`config.mk`:
```
export PLATFORM = sky130hd
export DESIGN_NAME = inst_loader
export DESIGN_NICKNAME = d
export VERILOG_FILES = /design/src/rtl/inst_loader.sv
export SDC_FILE = /design/constraint.sdc
export NUM_CORES = 1
export LEC_CHECK = 0
export ABC_AREA = 1
export ABC_CLOCK_PERIOD_IN_PS = 3500
export BUFFER_PORTS_ARGS = -buffer_cell sky130_fd_sc_hd__buf_2
export CORE_MARGIN = 2
export CORE_UTILIZATION = 53
export CTS_CLUSTER_SIZE = 25
export DETAILED_ROUTE_END_ITERATION = 10
export HOLD_SLACK_MARGIN = 0.03
export PLACE_DENSITY = 0.73
export RECOVER_POWER = 50
export SLEW_MARGIN = 5
export SYNTH_ARGS = -nofsm -noshare
export SYNTH_HDL_FRONTEND = slang
export SYNTH_SLANG_ARGS = --single-unit
```
`constraint.sdc`:
```
create_clock -name clk -period 3.5 [get_ports clk]
set_input_delay 0 -clock clk [delete_from_list [all_inputs] [get_ports clk]]
set_output_delay 0 -clock clk [all_outputs]
set_load 0.005 [all_outputs]
```
`src/rtl/inst_loader.sv`:
```
// Framed byte-stream loader writing instruction memory one byte per payload byte.
// Define INST_LOADER_CHECKSUM_EN to expect and verify a trailing checksum byte.
module inst_loader #(
    parameter int         instMem_addr_width = 13,
    parameter logic [7:0] SYNC_BYTE          = 8'hA5
) (
    input  logic                          clk,
    input  logic                          rst,
    input  logic                          in_valid,
    input  logic [7:0]                    in_data,
    output logic                          in_ready,
    output logic                          wr_en,
    output logic [instMem_addr_width-1:0] wr_addr,
    output logic [7:0]                    wr_data,
    output logic                          busy,
    output logic                          done,
    output logic                          err
);
    localparam int AW = instMem_addr_width;

    typedef enum logic [2:0] {
        S_IDLE, S_ADDR_H, S_ADDR_L, S_LEN_H,
        S_LEN_L, S_DATA, S_CHK, S_FINISH
    } state_e;

`ifdef INST_LOADER_CHECKSUM_EN
    localparam state_e END_S = S_CHK;
`else
    localparam state_e END_S = S_FINISH;
`endif

    state_e          state_q, state_d;
    logic [AW-1:0]   addr_q, addr_d;
    logic [15:0]     len_q, len_d;
    logic            wr_en_q, wr_en_d;
    logic [AW-1:0]   wr_addr_q, wr_addr_d;
    logic [7:0]      wr_data_q, wr_data_d;
    logic            busy_q, busy_d;
    logic            acc;
    logic [15:0]     len_full;
`ifdef INST_LOADER_CHECKSUM_EN
    logic [7:0]      sum_q, sum_d;
    logic            err_q, err_d;
`endif

    assign in_ready = (state_q != S_FINISH) && !rst;
    assign acc      = in_valid && in_ready;
    assign len_full = {len_q[15:8], in_data};

    always_comb begin
        state_d   = state_q;
        addr_d    = addr_q;
        len_d     = len_q;
        wr_en_d   = 1'b0;
        wr_addr_d = wr_addr_q;
        wr_data_d = wr_data_q;
        busy_d    = busy_q;
`ifdef INST_LOADER_CHECKSUM_EN
        sum_d     = sum_q;
        err_d     = err_q;
        // every header and payload byte enters the running sum
        if (acc && (state_q inside {S_ADDR_H, S_ADDR_L, S_LEN_H, S_LEN_L, S_DATA}))
            sum_d = sum_q + in_data;
`endif
        case (state_q)
            S_IDLE: begin
                if (acc && in_data == SYNC_BYTE) begin
                    state_d = S_ADDR_H;
                    busy_d  = 1'b1;
`ifdef INST_LOADER_CHECKSUM_EN
                    sum_d   = 8'd0;
                    err_d   = 1'b0;
`endif
                end
            end
            S_ADDR_H: begin
                if (acc) begin
                    addr_d  = AW'({in_data, 8'h00});
                    state_d = S_ADDR_L;
                end
            end
            S_ADDR_L: begin
                if (acc) begin
                    addr_d  = addr_q | AW'(in_data);
                    state_d = S_LEN_H;
                end
            end
            S_LEN_H: begin
                if (acc) begin
                    len_d   = {in_data, 8'h00};
                    state_d = S_LEN_L;
                end
            end
            S_LEN_L: begin
                if (acc) begin
                    len_d   = len_full;
                    state_d = (len_full == 16'd0) ? END_S : S_DATA;
                end
            end
            S_DATA: begin
                if (acc) begin
                    wr_en_d   = 1'b1;
                    wr_addr_d = addr_q;
                    wr_data_d = in_data;
                    addr_d    = addr_q + AW'(1);
                    len_d     = len_q - 16'd1;
                    if (len_q == 16'd1)
                        state_d = END_S;
                end
            end
`ifdef INST_LOADER_CHECKSUM_EN
            S_CHK: begin
                if (acc) begin
                    if (in_data == sum_q) begin
                        state_d = S_FINISH;
                    end else begin
                        err_d   = 1'b1;
                        busy_d  = 1'b0;
                        state_d = S_IDLE;
                    end
                end
            end
`endif
            S_FINISH: begin
                busy_d  = 1'b0;
                state_d = S_IDLE;
            end
            default: state_d = S_IDLE;
        endcase
    end

    always_ff @(posedge clk or posedge rst) begin
        if (rst) begin
            state_q   <= S_IDLE;
            addr_q    <= '0;
            len_q     <= '0;
            wr_en_q   <= 1'b0;
            wr_addr_q <= '0;
            wr_data_q <= '0;
            busy_q    <= 1'b0;
`ifdef INST_LOADER_CHECKSUM_EN
            sum_q     <= '0;
            err_q     <= 1'b0;
`endif
        end else begin
            state_q   <= state_d;
            addr_q    <= addr_d;
            len_q     <= len_d;
            wr_en_q   <= wr_en_d;
            wr_addr_q <= wr_addr_d;
            wr_data_q <= wr_data_d;
            busy_q    <= busy_d;
`ifdef INST_LOADER_CHECKSUM_EN
            sum_q     <= sum_d;
            err_q     <= err_d;
`endif
        end
    end

    assign wr_en   = wr_en_q;
    assign wr_addr = wr_addr_q;
    assign wr_data = wr_data_q;
    assign busy    = busy_q;
    assign done    = (state_q == S_FINISH);
`ifdef INST_LOADER_CHECKSUM_EN
    assign err     = err_q;
`else
    assign err     = 1'b0;
`endif

endmodule

```
---- Word level (Yosys, flattened, before mapping) ----
Index checks and enable logic that the tools add are counted.
storage, ports and cells
  flip-flop bits (word level) ............. 55
  input port bits ......................... 11
  output and inout port bits .............. 26
  word-level logic and storage cells ...... 65
operators by class
  multiplexer cells ....................... 21
  reduce and logical (&&, ||, !) cells .... 16
  add/subtract/negate cells ............... 2
  bitwise operators ....................... 2
  eq/ne operators ......................... 16
operators with widths
  kind                                                                     number
  16-bit case mux with 3 select lines                                      1
  13-bit 2-to-1 mux                                                        3
  13-bit case mux with 3 select lines                                      1
  16-bit 2-to-1 mux                                                        2
  3-bit 2-to-1 mux                                                         7
  3-bit case mux with 6 select lines                                       1
  16-bit by 1-bit equality test with 1-bit output (second input constant)  1
  16-bit zero test                                                         1
  16-bit by 1-bit subtractor with 16-bit output (second input constant)    1
  2-bit != test (second input constant)                                    7
  13-bit by 1-bit adder with 13-bit output (second input constant)         1
  13-bit by 8-bit OR with 13-bit output                                    1
  4-bit AND reduction                                                      3
  3-bit equality test (second input constant)                              3
  8-bit equality test (second input constant)                              1
  8-bit 2-to-1 mux                                                         1
  7-bit AND reduction                                                      1
  3-bit by 2-bit equality test with 1-bit output (second input constant)   2
  3-bit nonzero test                                                       2
  2-bit AND reduction                                                      2
  2-bit nonzero test                                                       2
  3-bit by 1-bit equality test with 1-bit output (second input constant)   1
  1-bit logical AND                                                        3
  3-bit zero test                                                          1
  other kinds (6)                                                          8

---- Logic depth before layout (Yosys ltp) ----
  word-level depth ........................ 6
  mapped depth ............................ 10

---- Worst setup path after synthesis ----
Ideal clock, no wire load.
  kind .................................... input-to-reg
  start ................................... in rst
  end ..................................... reg addr_q[1]
  stages .................................. 6
  arrival ................................. 2.051 ns
  setup time .............................. 0.121 ns
  buffers on the path ..................... 1
  slack ................................... 1.328 ns
  cell sequence ........................... inv_1 > nand3_4 > inv_2 > nand2_2 > buf_6 > a22o_1
between the ends
  cells in the longest elaborated chain, start to end .. 5
  elaborated cells on any way between the ends .. 7
ends and longest elaborated chain
  what                               RTL line  RTL
  from (decl)                        8         input logic rst,
  1-bit zero test (no line) (*)      --
  1-bit logical AND (*)              46        assign in_ready = (state_q != S_FINISH) && !rst;
  1-bit logical AND (*)              47        assign acc = in_valid && in_ready;
  2-bit != test (no line)            --
  4-bit AND reduction (no line) (*)  --
  to (signal assigned)               147       addr_q <= addr_d;
  to (decl)                          33        logic [AW-1:0] addr_q, addr_d;
Mark *: on every way between the ends. The rest lies on a longest branch, timed or not.
A chain may end at the register's enable or synchronous reset.

---- Worst setup path in the final report ----
  start ................................... in rst
  end ..................................... out in_ready
between the ends
  cells in the longest elaborated chain, start to end .. 2
ends and longest elaborated chain
  what                       RTL line  RTL
  1-bit zero test (no line)  --
  1-bit logical AND          46
  to (decl)                  11        output logic in_ready,
Every way passes these cells.

==> run metrics <==
Die H 81.42 um; max-cap violation count 0; Post-CTS Setup Inserts 0; PwrDens 708.8 mW/mm^2; register area share after synthesis 0.4332; Sink Count 55; Placed Instance Area 0.003383 sq mm; Ports 37; crit end category output port; fmax 0.4583 GHz; initial core utilization 0.5430; Psw 1.092 mW; Cell variety after synth 32; Worst Tran Pin Value 1.400 ns; Mapped Nets 462; largest fanout on the critical path 56; status completed; Net count, final 497; crit path kind in -> out; share of layout cells above drive strength 1 0.1095; worst skew pair latency 0.31 ns; vias in the first global route 2772; Hold Vio Cnt, Final 0; final instance area 0.003498 sq mm; Int Pwr 1.387 mW; setup violators final 0; Clock power frac 0.154; top_reg_cell synth dfrtp_1; largest net degree at the start of global routing 57; CTS tree built; FF+latch count, synth 55; Clock H-tree levels 2; first-pass GRT wire length 12920 um; Clk pin slew, worst setup/hold paths 0.10 ns; CP startpoint kind input pin; Max IR drop VDD 0.3387 mV; initial antenna violation count 0; Port Buffers 35; Max clock buf depth 2; Sw Share 0.4405; Final Max Slew Viols 0; worst path buffer plus inverter count 6; post-cts resize count 0; Post-DRT Antenna Nets 0; DRC viols 0; Worst path slowest cell clkbuf_2; Num CTS Buffers 5; Root Buffer clkbuf_8; crit path DAT 2.18 ns; overall routing resource usage 0.2533; Vias 3016; final WL 7721 um; Pwr Total 2.480 mW; Placeable Area 0.005851 sq mm; Gate power share 0.405; Cells after Synth 448; RSZ-0062 raised after global routing no; Syn. warnings 0; Die X 81.42 um; number of enable flip-flop cells after synthesis 0; grt ovf 0; Leakage 1.773 nW; Final HPWL DP 5501 um; Worst EP required 3.50 ns; TNS Setup 0 ns; Via density 5.395; drt pass-1 iters 5; Largest stage delay, worst path 1.06 ns; Final period util 0.6234; delay-heaviest family, CP buffers and inverters; crit path time final 2.182 ns; Hold Path Class in -> reg; syn_area_per_cell 7.091 sq um; DR iter-0 viols 197; crit-path cells dlygate4sd3_1, buf_2, inv_1, clkbuf_2, nand2_1, inv_1, buf_2; Rows 28; fraction of registers with async set/reset 1.000; mapped cell area 0.003177 sq mm; full die area 0.006629 sq mm; max_slew headroom 0.06675; gpl congestion 0.9233; area delta synth->final 10.12%; Max Clock Skew 0.007264 ns; Routed wire per std cell 13.81 um; antenna cells 0; power share of the sequential group 0.440
-- synth_stat cells, types with 3 or more instances --
| library cell | instances | area share |
|---|---|---|
| nand2_1 | 97 | 0.11 |
| nor2_1 | 90 | 0.11 |
| dfrtp_1 | 55 | 0.43 |
| inv_1 | 48 | 0.057 |
| a21oi_1 | 42 | 0.066 |
| nand3_1 | 33 | 0.052 |
| o21ai_0 | 22 | 0.035 |
| o21ai_1 | 9 | 0.014 |
| o22ai_1 | 7 | 0.014 |
| nand2_2 | 5 | 0.0098 |
| buf_2 | 4 | 0.0063 |
| buf_4 | 4 | 0.0095 |
| nand4_1 | 4 | 0.0079 |
| ha_1 | 3 | 0.012 |
| nor2_4 | 3 | 0.011 |
-- routing by layer --
| metal | vias up | wire length [um] | global-route usage |
|---|---|---|---|
| met2 | 84 | 3847 | 0.4418 |
| met1 | 1417 | 3411 | 0.3270 |
| met5 | - | 0 | 0 |
| li1 | 1506 | - | - |
| met3 | 9 | 382 | 0.04725 |
| met4 | 0 | 80 | 0.05593 |
-- power by group through the flow --
stage                     clock (mW)  sequential (mW)  combinational, mW
after floorplan                    0             1.05              0.762
after global placement             0             1.09              0.978
after detailed placement           0             1.10               1.01
after CTS                      0.387             1.09               1.01
after global routing           0.413             1.13               1.17
final                          0.383             1.09               1.01
-- layout by cell type, fill, tap and decap left out --
cell type / instances
nand3_2: 1
o21ai_0: 22
nand2_4: 1
a22o_1: 1
clkinvlp_4: 1
nor2_1: 90
nand3_1: 33
a22oi_1: 2
nand3_4: 2
nand4_1: 4
inv_2: 2
o21ai_1: 9
nand2_2: 5
clkinv_2: 1
buf_2: 26
clkbuf_1: 8
buf_1: 1
clkinv_4: 1
inv_4: 1
ha_1: 3
nor2_4: 3
o211ai_1: 1
a21oi_1: 42
nor3_1: 2
or2_0: 1
clkbuf_2: 1
o21bai_1: 1
nor2_2: 2
conb_1: 1
dlygate4sd3_1: 3
inv_1: 48
clkbuf_8: 6
nand2_1: 97
dfrtp_1: 55
o22ai_1: 7
-- area by class of cell --
| class | count | area, sq um |
|---|---|---|
| clock inverters | 2 | 16.27 |
| repair buffers | 39 | 198.9 |
| multi-input cells | 330 | 1531 |
| flip-flops and latches | 55 | 1376 |
| fillers | 548 | 2352 |
| clock buffers | 6 | 82.58 |
| inverters | 52 | 198.9 |
| well taps | 75 | 93.84 |
-- final timing paths --
| path | from | to | slack (ns) | cells after the start |
|---|---|---|---|---|
| min in group asynchronous | rst | wr_addr[3] | 0.82 | 4 |
| worst min-delay path | in_data[3] | addr_q[3] | 0.05 | 3 |
| worst min register to register | wr_data[5] | wr_data[5] | 0.53 | 2 |
| worst max-delay path | rst | in_ready | 1.32 | 7 |
| max in group asynchronous | rst | len_q[14] | 1.84 | 4 |
| worst max register to register | state_q[0] | wr_data[0] | 1.55 | 6 |
-- worst min-delay path, delay by kind of cell --
kind	cells	cell delay, ns
compound gates	2	0.20
buf+inv	1	0.12
-- repair_timing --
item | CTS | global route
endpoints found under the hold margin | 57 | 0
hold buffers | 3 | 0
setup endpoints to repair | 0 | 0
-- cells by family (layout without fill, tap and decap cells) --
kind of cell    after synthesis  after routing  synth area share
other cells                   1              1          0.001180
buf+inv                      63             99           0.08468
flops                        55             55            0.4332
compound gates               85             85            0.1410
simple gates                241            241            0.3281
fa+ha+maj                     3              3           0.01182
-- sequential cells by signal, summed over array words and instances, names as in the netlist --
register,count
len_q,16
addr_q,13
wr_addr,13
wr_data,8
state_q,3
busy,1
wr_en,1
-- metrics by stage --
step | instances | hold slack [ns] | setup slack, ns | utilization
6_report | 559 | 0.04738 | 1.318 | 0.5979
5_1_grt | 559 | 0.05838 | 0.9201 | 0.5979
4_1_cts | 559 | 0.03048 | 1.513 | 0.6003
3_5_place_dp | 548 | 0.3090 | 1.552 | 0.5783
3_3_place_gp | 548 | 0.3067 | 1.650 | 0.5783
2_1_floorplan | 448 | 0.1629 | 1.328 | -
(Power assumes the default switching activity.)
